**src/rtl/enc_snap_pkg.sv**
```systemverilog
// Shared constants and state encoding for the encoder snapshot scheduler.
package enc_snap_pkg;

    localparam int N_CH_DEF  = 4;
    localparam int CNT_W_DEF = 32;

    localparam logic [7:0] ADDR_STATUS = 8'h10;
    localparam logic [7:0] ADDR_TS     = 8'h11;

    typedef enum logic [1:0] {
        IDLE    = 2'd0,
        PENDING = 2'd1,
        CAPTURE = 2'd2
    } snap_state_t;

endpackage

```
**src/rtl/enc_snapshot_sched_sync2.sv**
```systemverilog
// Two-flop synchroniser for asynchronous single-bit inputs.
// The reset value is a parameter so idle-high signals such as chip selects start inactive.
module sync2 #(
    parameter logic RST_VAL = 1'b0
) (
    input  logic clk,
    input  logic reset,
    input  logic d,
    output logic q
);

    logic meta;

    always_ff @(posedge clk or negedge reset) begin
        if (!reset) begin
            meta <= RST_VAL;
            q    <= RST_VAL;
        end else begin
            meta <= d;
            q    <= meta;
        end
    end

endmodule

```
**src/rtl/enc_snapshot_sched.sv**
```systemverilog
// Periodic coherent snapshot of encoder/odometer counters, frozen while SPI CS is low.
// Optional SNAP_TIMESTAMP_EN adds a capture timestamp readable at ADDR_TS.
module enc_snapshot_sched
    import enc_snap_pkg::*;
#(
    parameter int N_CH   = N_CH_DEF,
    parameter int CNT_W  = CNT_W_DEF,
    parameter int PERIOD = 50000,
    parameter int ADDR_W = 8
) (
    input  logic                    clk,
    input  logic                    reset,
    input  logic [N_CH*CNT_W-1:0]   cnt_in,
    input  logic                    spi_cs,
    input  logic [ADDR_W-1:0]       rd_addr,
    output logic [31:0]             rd_data,
    output logic                    snap_valid,
    output logic [15:0]             seq,
    output logic [1:0]              dbg_state
);

    localparam int TIMER_W = $clog2(PERIOD);

    snap_state_t          state_q;
    snap_state_t          state_d;
    logic [TIMER_W-1:0]   timer;
    logic                 tick;
    logic                 cs_s;
    logic                 lock;
    logic                 ovr_inc;
    logic                 capture;
    logic [7:0]           overrun_cnt;
    logic [15:0]          seq_r;
    logic                 snap_valid_r;
    logic [CNT_W-1:0]     bank [N_CH];

    sync2 #(.RST_VAL(1'b1)) u_cs_sync (
        .clk   (clk),
        .reset (reset),
        .d     (spi_cs),
        .q     (cs_s)
    );

    assign lock = ~cs_s;

    // Free-running period timer; lock never stalls it so the tick grid stays fixed.
    always_ff @(posedge clk or negedge reset) begin
        if (!reset) begin
            timer <= '0;
        end else if (tick) begin
            timer <= '0;
        end else begin
            timer <= timer + 1'b1;
        end
    end

    assign tick = (timer == TIMER_W'(PERIOD - 1));

    always_ff @(posedge clk or negedge reset) begin
        if (!reset) begin
            state_q <= IDLE;
        end else begin
            state_q <= state_d;
        end
    end

    always_comb begin
        state_d = state_q;
        ovr_inc = 1'b0;
        case (state_q)
            IDLE: begin
                if (tick) begin
                    state_d = lock ? PENDING : CAPTURE;
                end
            end
            PENDING: begin
                // Release wins over a coincident tick: one capture, no overrun.
                if (!lock) begin
                    state_d = CAPTURE;
                end else if (tick) begin
                    ovr_inc = 1'b1;
                end
            end
            CAPTURE: state_d = IDLE;
            default: state_d = IDLE;
        endcase
    end

    assign capture   = (state_q == CAPTURE);
    assign dbg_state = state_q;

    always_ff @(posedge clk or negedge reset) begin
        if (!reset) begin
            for (int i = 0; i < N_CH; i++) begin
                bank[i] <= '0;
            end
            seq_r        <= '0;
            snap_valid_r <= 1'b0;
        end else if (capture) begin
            for (int i = 0; i < N_CH; i++) begin
                bank[i] <= cnt_in[i*CNT_W +: CNT_W];
            end
            seq_r        <= seq_r + 16'd1;
            snap_valid_r <= 1'b1;
        end
    end

    always_ff @(posedge clk or negedge reset) begin
        if (!reset) begin
            overrun_cnt <= '0;
        end else if (ovr_inc && (overrun_cnt != 8'hFF)) begin
            overrun_cnt <= overrun_cnt + 8'd1;
        end
    end

`ifdef SNAP_TIMESTAMP_EN
    logic [31:0] clk_cnt;
    logic [31:0] ts;

    always_ff @(posedge clk or negedge reset) begin
        if (!reset) begin
            clk_cnt <= '0;
            ts      <= '0;
        end else begin
            clk_cnt <= clk_cnt + 32'd1;
            if (capture) begin
                ts <= clk_cnt;
            end
        end
    end
`endif

    always_comb begin
        rd_data = 32'h0;
        for (int i = 0; i < N_CH; i++) begin
            if (rd_addr == ADDR_W'(i)) begin
                rd_data = 32'(bank[i]);
            end
        end
        if (rd_addr == ADDR_W'(ADDR_STATUS)) begin
            rd_data = {overrun_cnt, 7'b0, snap_valid_r, seq_r};
        end
`ifdef SNAP_TIMESTAMP_EN
        if (rd_addr == ADDR_W'(ADDR_TS)) begin
            rd_data = ts;
        end
`endif
    end

    assign seq        = seq_r;
    assign snap_valid = snap_valid_r;

endmodule

```
**config.mk**
```make
export PLATFORM = sky130hd
export DESIGN_NAME = enc_snapshot_sched
export DESIGN_NICKNAME = d
export VERILOG_FILES = /design/src/rtl/enc_snap_pkg.sv /design/src/rtl/enc_snapshot_sched_sync2.sv /design/src/rtl/enc_snapshot_sched.sv
export SDC_FILE = /design/constraint.sdc
export NUM_CORES = 1
export LEC_CHECK = 0
export CAP_MARGIN = 25
export CORE_UTILIZATION = 45
export CTS_CLUSTER_SIZE = 12
export DETAILED_ROUTE_END_ITERATION = 7
export PLACE_DENSITY = 0.82
export SETUP_SLACK_MARGIN = 0.2
export SKIP_CTS_REPAIR_TIMING = 1
export SLEW_MARGIN = 40
export SYNTH_ARGS = -nofsm -noshare
export SYNTH_HDL_FRONTEND = slang
export SYNTH_SLANG_ARGS = --single-unit
```
**constraint.sdc**
```tcl
create_clock -name clk -period 1.6 [get_ports clk]
set_input_delay 0.24 -clock clk [delete_from_list [all_inputs] [get_ports clk]]
set_output_delay 0.24 -clock clk [all_outputs]
set_load 0.03 [all_outputs]
```
==> results.md, run 1 <==
- Placement Cell Area: 11200 um2
- Crit end category: primary output
- Endpoints failing setup: 51
- GP Congestion: between 0.8 and 0.9
- Global route overflow: 0
- Core Rows: 48
- Sequential share of power: 0.465
- Slowest-stage cell, CP: or4b_4
- Sw power: between 2 and 2.5 mW
- CP max FO: 6
- Post-route DRC: 0
- Final worst clock skew: roughly 0.017 ns
- WL final: around 27000 um
- Max-slew headroom: 0.688
- Seq/Total Area, Yosys: 0.546
- P&R area growth vs syn: 69.5%
- Post-synthesis xor/xnor area fraction: 0.0331
- Mux cell area share after synthesis: 0.262
- Final min period: ~2.1 ns
- Crit path max-delay family: simple AND/OR/NAND/NOR gates
- H-tree Lvls: 4
- Root Driver: clkbuf_16
- Worst Path Arrival: around 1.9 ns
- Worst-path clk slew: 0.07 ns
- Most frequent cells in the layout: dfrtp_1 (160), mux2_4 (129), clkdlybuf4s50_1 (129)
- Startpoint Class: input port
- Vias: 6440
- Post-Synthesis Cells: 577
- Worst hold path type: input port to flop
- Failing checks: negative setup slack
- WHS: ~0.22 ns
- Netlist Area Pre-Place: about 7900 um2
- Vias in the first global route: a little over 6000
- Primary FF master, synth: dfrtp_1
- 1st-pass router iterations: 7
- Ys Warns: 0
- Die Ht: 135 um
- Buf/Inv on CP: 3
- Fin area: between 10000 and 15000 um2
- Fmax: 473 MHz
- Pin count of the biggest net entering global routing: 44
- Crit path kind: input port to primary output
- Clk_lat worst skew: between 0.4 and 0.5 ns
- GRT Total Usage: 0.252
- Power per Cell Area: 700 nW/um2
- Clock buffer depth: 2
- CTS tree: built
- Core box area: ~17000 um2
- Sink Count: 173
- WL/cell: ~24 um
- Final Net Count: 1027
- Simple-Gate Fraction of Synth Area: 0.0785
- Fillers: roughly 900
- Commonest non-fill, non-tap cell in the layout: dfrtp_1
- # IOs: between 150 and 200
- Internal power: just over 7 mW
- Initial antenna violation count: 2
- Max-slew violation count: 0
- Max-cap viol count: 0
- Ratio of cells with drive above 1 in the final layout: 0.562
- Worst EP required: between 1 and 1.5 ns
- DRT iter0 DRCs: 408
- Count of different cell masters after synthesis: 44
- CTS buffer count: 17
- Max rail drop VDD: ~0.62 mV
- Fin. Hold Viols: 0
- First-pass GRT wire length: about 34000 um
- Crit path cell chain: buf_6, or4b_4, or3_4, clkbuf_16, a21oi_4, buf_12
- Sw frac: 0.237
- Final WS setup: -0.515 ns
- DIE AREA: 18200 um2
- Status: finished, violations left
- Buffers on Ports: ~190
- Detail Route Antenna Nets: 0
- Combinational share of power: 0.069
- CP peak stage delay: between 0.5 and 0.6 ns
- Clock share of power: 0.467
- Compound-cell area share of the yosys netlist: 0.0498
- Synth Net Count: roughly 700
- Slew @ Worst Pin: roughly 0.47 ns
- Starting Density: 0.461
- Fin crit share: 1.32
- Dpl hpwl: about 16000 um
- Synthesized area per cell: around 14 um2
- Unrepaired setup endpoints after global routing: yes
- DR vias/cell: 5.72
- Post-layout util: 0.781
- Combinational family with the most area after synthesis: multiplexers
- Async set-reset flop share out of synthesis: 1.00
- Synthesized flop and latch total: 173
- Post-synth EDFFs: 0
- Post-Synth Adder-Cell Area: 0.00473
- Die X: roughly 130 um
- LEAKAGE: 6.19 nW
==> per-stage QoR <==
step	power (mW)	TNS, ns	cells	setup slack, ns
after floorplan	4.54	-4.64	577	-0.270
after global placement	5.06	-22.78	1029	-0.853
after detailed placement	5.08	-23.18	1029	-0.892
after CTS	9.37	-27.51	1061	-0.900
after global routing	9.70	-14.77	1125	-0.542
final	9.42	-12.95	1125	-0.515
==> cell families (layout without fill, tap and decap cells) <==
kind of cell    Yosys count  count (layout)
flops                   173             173
mux                     165             165
simple gates            113             113
compound gates           52              52
buf+inv                  41             362
xor+xnor                 30              30
fa+ha+maj                 3               3
other cells               0               2
==> cell usage after synthesis (3+ instances only) <==
cell type	n	area (um2)
and4_1	6	52.6
a22oi_1	11	82.6
a22o_1	13	114
ha_1	3	37.5
nand4_1	10	62.6
clkbuf_1	6	22.5
a21oi_1	12	60.1
mux2_2	132	1490
nor3_1	9	45.0
o2bb2ai_1	11	96.3
dfrtp_1	171	4280
nand3_1	14	70.1
nor2_1	29	109
mux2i_1	12	120
nand2_1	11	41.3
buf_2	24	120
buf_6	3	33.8
nor4_1	4	25.0
xor2_1	15	131
mux4_2	21	473
inv_1	7	26.3
xnor2_1	15	131
and3_1	9	56.3
==> registers in the layout, indices dropped and copies added, names as in the netlist <==
signal          flops
timer              16
dbg_state           2
bank              128
seq                16
u_cs_sync.q         1
overrun_cnt         8
snap_valid          1
u_cs_sync.meta      1
==> power by group through the flow <==
stage	registers (mW)	logic, mW	clock network (mW)
after floorplan	4.46	0.0812	0
after global placement	4.46	0.601	0
after detailed placement	4.46	0.615	0
after CTS	4.38	0.619	4.37
after global routing	4.37	0.688	4.63
final	4.38	0.649	4.39
==> area by class of cell <==
| cell class | count | area, um2 | area share |
|---|---|---|---|
| repair buffers | 323 | 3570 | 0.265 |
| clock buffers | 18 | 439 | 0.0326 |
| flip-flops and latches | 173 | 4350 | 0.323 |
| clock inverters | 14 | 173 | 0.0128 |
| well taps | 225 | 282 | 0.0209 |
| multi-input cells | 363 | 4620 | 0.343 |
| inverters | 7 | 26.3 | 0.00195 |
| diodes | 2 | 5.00 | 0.000372 |
==> final timing paths <==
path	startpoint	end	slack [ns]	cells after the start
setup / recovery	rd_addr[5]	rd_data[2]	-0.51	6
hold / removal	spi_cs	u_cs_sync.meta$_DFF_PN1_	0.22	1
setup reg to reg	dbg_state[0]$_DFFE_PN0P_	seq[13]$_DFFE_PN0N_	-0.12	6
hold reg to reg	u_cs_sync.meta$_DFF_PN1_	u_cs_sync.q$_DFF_PN1_	0.37	0
max in group asynchronous	reset	timer[14]$_DFF_PN0_	0.71	3
min in group asynchronous	reset	seq[14]$_DFFE_PN0N_	0.32	2
==> routing by layer <==
metal,up-vias,GRT usage,routed length (um),part of all wire
met4,0,0.106,815,0.030
met5,-,0,0,0
met1,3392,0.329,11000,0.41
li1,2749,-,-,-
met3,56,0.0492,1380,0.051
met2,243,0.412,13900,0.51
Power figures use the tool's default switching activity.
==> run 2, diff against run 1 <==
Settings changed: ABC_CLOCK_PERIOD_IN_PS from default to 1600.
==> results of run 2 <==
No change in the layout: final DEF, timing and power equal those of run 1.
==> run 3, diff against run 2 <==
Settings changed: ABC_CLOCK_PERIOD_IN_PS 1600 to 2600, CORE_UTILIZATION 45 to 51, PLACE_DENSITY 0.82 to 0.88, SLEW_MARGIN 40 to 15.
Clock period 1.6 ns to 2.6 ns, I/O delays scaled along.
==> run 3 against run 2 <==
The flow now finishes without violations; sequential power fell by 39%; first-iteration DRC count fell by 12%; power down 41%; final cell count decreased by 12%; critical path type unchanged.
==> results.md, run 3 (synthesis results as in run 1) <==
- Core box area: 15200 um2 (was 17200 um2)
- LEAKAGE: 5.20 nW (was 6.19 nW)
- Root Driver: clkbuf_16 (unchanged)
- Worst EP required: 2.21 ns (was 1.36 ns)
- DIE AREA: 16100 um2 (was 18200 um2)
- # IOs: 190 (unchanged)
- Layout Cells excl Fill: 988 (was 1125)
- Power per Cell Area: 498 nW/um2 (was 700 nW/um2)
- Final Net Count: 929 (was 1027)
- Slew @ Worst Pin: 0.749 ns (was 0.469 ns)
- H-tree Lvls: 4 (unchanged)
- Tot Pwr: 5.59 mW (was 9.42 mW)
- GRT Total Usage: 0.274 (was 0.252)
- Sink Count: 173 (unchanged)
- Fmax: approximately 410 MHz
- Initial antenna violation count: 0 (was 2)
- Commonest non-fill, non-tap cell in the layout: dfrtp_1 (unchanged)
- Fin crit share: 0.934
- Max-cap viol count: 0 (unchanged)
- Dpl hpwl: 15100 um (was 16300 um)
- Clk_lat worst skew: 0.43 ns (was 0.44 ns)
- CTS buffer count: 17 (unchanged)
- Pin count of the biggest net entering global routing: 66 (was 44)
- Starting Density: 0.522 (was 0.461)
- Post-route DRC: 0 (unchanged)
- P&R area growth vs syn: 41.3% (was 69.5%)
- Max reg flops: 128 (unchanged)
- Fin. Hold Viols: 0 (unchanged)
- Die X: 127 um (was 135 um)
- WHS: 0.360 ns (was 0.216 ns)
- Status: finished, final reports clean (was finished, violations left)
- Detail Route Antenna Nets: 0 (unchanged)
- Clock buffer depth: 2 (unchanged)
- Endpoints failing setup: 0 (was 51)
- Setup tns final: 0 ns (was -12.95 ns)
- GP Congestion: 0.803 (was 0.857)
- Reg2Reg Depth: 5 (was 6)
- CTS tree: built (unchanged)
- DRT iter0 DRCs: 358 (was 408)
- Max rail drop VDD: 0.424 mV (was 0.621 mV)
- Worst r2r src: timer[0]$_DFF_PN0_ (was dbg_state[0]$_DFFE_PN0P_)
- Max-slew violation count: 0 (unchanged)
- # diodes: 0 (was 2)
- WL final: 21700 um (was 27100 um)
- Area occupied by multi-input gates: 3640 um2 (was 4620 um2)
- Post-Place Cells: 949 (was 1029)
- 1st-pass router iterations: 4 (was 7)
- Most frequent cells in the layout: dfrtp_1 (171), clkdlybuf4s50_1 (148), mux2_2 (132) (was dfrtp_1 (160), mux2_4 (129), clkdlybuf4s50_1 (129))
- Vias: 5790 (was 6440)
- Final worst clock skew: 0.0109 ns (was 0.0169 ns)
- Fillers: 952 (was 903)
- Startpoint Class: input port (unchanged)
- Global route overflow: 0 (unchanged)
- Final WS setup: 0.173 ns (was -0.515 ns)
- Worst setup path start: rd_addr[7] (was rd_addr[5])
- Biggest register: bank (unchanged)
- Hold Path Depth: 0 (was 1)
- Vias in the first global route: 6314 (was 6220)
- Ratio of cells with drive above 1 in the final layout: 0.374 (was 0.562)
- Die Ht: 127 um (was 135 um)
- Core Rows: 45 (was 48)
- First-pass GRT wire length: 33100 um (was 34300 um)
- Hold path start: u_cs_sync.meta$_DFF_PN1_ (was spi_cs)
- Worst hold path type: flop to flop (was input port to flop)
- WL/cell: 22.0 um (was 24.1 um)
- Final min period: roughly 2.4 ns
- Crit path kind: input port to primary output (unchanged)
- DR vias/cell: 5.86 (was 5.72)
- Unrepaired setup endpoints after global routing: yes (unchanged)
- Worst Path Arrival: 2.04 ns (was 1.87 ns)
- Crit end category: primary output (unchanged)
- Buffers on Ports: 189 (unchanged)
- Max-slew headroom: 0.496 (was 0.688)
- Pre-CTS WS: -0.136 ns (was -0.892 ns)
- Worst-path clk slew: 0.06 ns (was 0.07 ns)
- CP max FO: 6 (unchanged)
- Storage element area: 4330 um2 (was 4350 um2)
[run 3: changes by cell type in the layout (fill, tap and decap cells not counted), moves of 13 or more]
| cell | delta |
|---|---|
| mux2_2 | +129 |
| clkbuf_2 | -13 |
| mux2_4 | -129 |
| nor2_4 | -14 |
| buf_6 | -33 |
| nor2_1 | +16 |
| buf_4 | -44 |
| clkdlybuf4s50_1 | +19 |
[run 3: power by group]
part	total [mW]	internal (mW)	switching [mW]
Sequential	2.69	2.69	0.000855
Clock	2.53	1.45	1.08
Combinational	0.366	0.227	0.139
Total	5.59	4.37	1.22
[run 3: worst max-delay path, stage by stage]
cell and delay [ns]:
buf_6 0.09, or4b_4 0.55, or3_4 0.45, clkbuf_16 0.20
nor2_4 0.14, a21oi_4 0.05, buf_12 0.15
[run 3: final timing paths]
check / endpoint / slack [ns]
worst min-delay path: u_cs_sync.q$_DFF_PN1_ / 0.36
worst max register to register: overrun_cnt[6]$_DFFE_PN0P_ / 0.59
worst max-delay path: rd_data[9] / 0.17
min in group asynchronous: bank[6]$_DFFE_PN0N_ / 0.53
worst min register to register: u_cs_sync.q$_DFF_PN1_ / 0.36
max in group asynchronous: bank[3]$_DFFE_PN0N_ / 1.27
[run 3: cell type report]
cell class                 count  area share
clock inverter                11      0.0117
timing repair buffer         225       0.214
clock buffer                  21      0.0401
tap                          188      0.0210
inverter                       7     0.00234
multi-input combinational    363       0.325
sequential                   173       0.386
[run 3: layer usage]
| layer | track usage | wire, um |
|---|---|---|
| met2 | 0.480 | 11300 |
| met1 | 0.315 | 8200 |
| met4 | 0.111 | 776 |
| met3 | 0.0801 | 1450 |
| met5 | 0 | 0 |
[run 3: metrics by stage]
stage / util / instance area [um2]
floorplan: - / 7940
global placement: 0.673 / 10200
detailed placement: 0.673 / 10200
CTS: 0.711 / 10800
global route: 0.738 / 11200
finish: 0.738 / 11200
